`src/rtl/qeciphy_sat_counter.sv`:
```
// Saturating up-counter; clear wins over a same-cycle increment.
module qeciphy_sat_counter #(
  parameter int unsigned W = 8
) (
  input  logic         ACLK,
  input  logic         ARSTn,
  input  logic         inc,
  input  logic         clr,
  output logic [W-1:0] cnt
);

  always_ff @(posedge ACLK or negedge ARSTn) begin
    if (!ARSTn) begin
      cnt <= '0;
    end else if (clr) begin
      cnt <= '0;
    end else if (inc && (cnt != {W{1'b1}})) begin
      cnt <= cnt + W'(1);
    end
  end

endmodule

```
`config.mk`:
```
export PLATFORM = sky130hd
export DESIGN_NAME = qeciphy_sat_counter
export DESIGN_NICKNAME = d
export VERILOG_FILES = /design/src/rtl/qeciphy_sat_counter.sv
export SDC_FILE = /design/constraint.sdc
export NUM_CORES = 1
export LEC_CHECK = 0
export BUFFER_PORTS_ARGS = -buffer_cell sky130_fd_sc_hd__buf_2
export CAP_MARGIN = 20
export CORE_AREA = 2 2 39 41
export CTS_CLUSTER_SIZE = 10
export DETAILED_ROUTE_END_ITERATION = 16
export DIE_AREA = 0 0 41 43
export HOLD_SLACK_MARGIN = 0.06
export PLACE_DENSITY = 0.6
export SLEW_MARGIN = 20
export SYNTH_ARGS = -nofsm -noshare
export SYNTH_HDL_FRONTEND = slang
export SYNTH_SLANG_ARGS = --single-unit
```
`constraint.sdc`:
```
create_clock -name ACLK -period 1.8 [get_ports ACLK]
set_clock_uncertainty 0.05 [all_clocks]
set_input_delay 0.45 -clock ACLK [delete_from_list [all_inputs] [get_ports ACLK]]
set_output_delay 0.45 -clock ACLK [all_outputs]
set_load 0.05 [all_outputs]
```
==> impl_results.md <==
* Gp weighted congestion at 0.7735
* R2r worst-path depth at 4
* Total gr overflow at 0
* Max FFs per register at 8
* Hold path start: clr
* Max H-tree Level at 1
* Average size of a mapped cell at 9.473 µm²
* Register area share after synthesis at 0.4313
* Main synth FF type: dfrtp_1
* Worst-path clk slew at 60 ps
* Input/output buffers at 11
* Initial antenna violation count at 0
* Power Density at 664.2 nW/µm²
* TritonCTS clock tree: done
* Row count at 14
* Crit path cell chain: ha_1 -> and4_2 -> a21boi_1 -> mux2_2
* WL per Instance at 12.53 µm
* Placed Cells at 75
* Post-Synthesis Cells at 49
* GRT Util Overall at 0.1465
* Core area at 1384 µm²
* Fin nets at 70
* Yosys warnings at 0
* Setup TNS at 0 ps
* Number of synthesized flops with an enable pin at 0
* Vias per std cell at 5.354
* Leak pwr at 0.2614 nW
* Syn nets at 54
* Crit-path slowest cell: dfrtp_2
* Fin. Hold Viols at 0
* Initial DRT Pass Iterations at 4
* Psw at 0.0001031 W
* PostCTS Resize Cnt at 0
* Slew @ Worst Pin at 420.4 ps
* Hold Crit Depth at 2
* Final Cycle Share at 0.9134
* Crit path max-delay family: flip-flops
* Int Pwr at 0.0002776 W
* Largest net degree at the start of global routing at 12
* Netlist cell types at 28
* Post-synth ARST share at 1.000
* Slew headroom at 0.7125
* Worst skew pair latency at 250 ps
* Post-synthesis register bit count at 8
* Post-route non-filler standard cell count at 79
* Layout cell share with drive strength beyond 1 at 0.3333
* Initial Util at 0.3354
* MaxCap Viol Count at 0
* Worst Path Max Fanout at 6
* Reg area at 202.7 µm²
* Worst path bufs/invs at 0
* Sw frac at 0.2708
* N_diodes at 0
* Min cycle time layout at 1644 ps
* Layout area overhead at 23.45%
* Die X at 41 µm
* Clk pwr share at 0.368
* Top reg by flops: cnt
* Final max-slew violation count at 0
* Number of global-route vias before repair at 400
* Comb pwr share at 0.130
* Via count at 423
* R2r setup slk at 160 ps
* Status: complete, no violations
* CP Data Arrival Time at 1730 ps
* Hpwl dp at 702.6 µm
* Max incr delay on CP at 430 ps
* RSZ-0062 raised after global routing: false
* First-pass GRT wire length at 1.752 mm
* Leading registers by flop count: cnt: 8 flops
* # DRC at 0
* Critical path class: reg2reg
* R2r startpoint: cnt[0]
* Die Area at 1763 µm²
* Sequential power share at 0.501
* FF-to-FF End: cnt[0]
* Mapped Area at 464.2 µm²
* Final setup fails at 0
* VDD IR max at 0.0003498 V
* Hold crit path type: in2reg
* Setup crit end kind: register
* Crit path required time at 1890 ps
* Worst Setup Start Kind: register
* Iteration-0 DRC Markers at 7
* Achievable frequency at 0.6082 GHz
* Footprint of the multi-input gates at 247.7 µm²
* Filler cells at 142
* Die H at 43 µm
* CTS buffer count at 3
* CTS sink count at 8
* Hold Path End: cnt[7]
* I/O Pins at 12
* WL final at 990 µm
* Detail Route Antenna Nets at 0
* Clk buf depth at 2
* Root Driver: clkbuf_4
[cells by family (layout without fill, tap and decap cells)]
| logic type | after synthesis | count (layout) | synth area share |
|---|---|---|---|
| AND/OR/NAND/NOR | 24 | 24 | 0.3100 |
| AO/OA/AOI/OAI | 9 | 9 | 0.1267 |
| multiplexers | 3 | 3 | 0.07008 |
| flip-flops | 8 | 8 | 0.4313 |
| adder cells (fa/ha/maj) | 1 | 1 | 0.02695 |
| buffers and inverters | 4 | 18 | 0.03503 |
[cell usage after synthesis (2+ instances only)]
cell type | count | area [µm²]
nand2_1 | 2 | 7.510
inv_1 | 2 | 7.510
mux2_2 | 2 | 22.52
nor2b_1 | 3 | 18.77
nand3_1 | 2 | 10.01
a21oi_1 | 3 | 15.01
nand2b_1 | 3 | 18.77
dfrtp_1 | 8 | 200.2
nor3_1 | 4 | 20.02
nor2_1 | 2 | 7.510
[layout make-up]
| class | count | share of cell area |
|---|---|---|
| sequential | 8 | 0.3537 |
| multi-input combinational | 37 | 0.4323 |
| inverter | 2 | 0.01310 |
| clock buffer | 3 | 0.03930 |
| timing repair buffer | 13 | 0.1266 |
| tap | 16 | 0.03493 |
[routing by layer]
metal / routed length [µm] / track usage / share of wire
met1: 486 / 0.2098 / 0.49
met2: 450 / 0.2063 / 0.45
met3: 42 / 0.03141 / 0.042
met4: 11 / 0.06000 / 0.011
met5: 0 / 0 / 0
[stage by stage]
step	total power, W	area, µm²	util	hold WS [ps]	setup slack [ps]
after detailed placement	0.0002429	540.5	0.3906	261.1	156.9
after CTS	0.0003903	573.1	0.4141	458.2	148.9
after global routing	0.0004083	573.1	0.4141	463.6	69.26
after floorplan	0.0002274	466.7	-	104.4	8.369
final	0.0003806	573.1	0.4141	457.8	155.9
after global placement	0.0002431	540.5	0.3906	259.9	183.1
[layout by cell type, fill, tap and decap left out, types with 2 or more instances in the layout]
master,Yosys,routed
nor2_1,2,2
nand2b_1,3,3
clkbuf_4,0,3
nand2_1,2,2
a21oi_1,3,3
nor3_1,4,4
mux2_2,2,2
dfrtp_1,8,6
buf_2,1,11
nand3_1,2,2
nor2b_1,3,3
inv_1,2,2
dfrtp_2,0,2
[power by group through the flow]
| stage | registers [W] | clock network, W | logic [W] |
|---|---|---|---|
| floorplan | 0.000209 | 0 | 0.0000183 |
| global placement | 0.000194 | 0 | 0.0000495 |
| detailed placement | 0.000194 | 0 | 0.0000487 |
| CTS | 0.000191 | 0.000149 | 0.0000506 |
| global route | 0.000192 | 0.000161 | 0.0000552 |
| finish | 0.000191 | 0.000140 | 0.0000496 |
[timing repair]
item                                   CTS  global route
setup endpoints to repair                0             0
hold buffers                             1             0
endpoints found under the hold margin    8             0
buffers inserted                         0             0
[worst max-delay path by stage]
stage	from	end	slack, ps	cells past startpoint
floorplan	cnt[0]	cnt[0]	8	4
global placement	cnt[0]	cnt[0]	180	4
detailed placement	cnt[0]	cnt[0]	160	4
CTS	cnt[0]	cnt[0]	150	4
global route	cnt[0]	cnt[0]	70	4
finish	cnt[0]	cnt[0]	160	4
(Power assumes the default switching activity.)
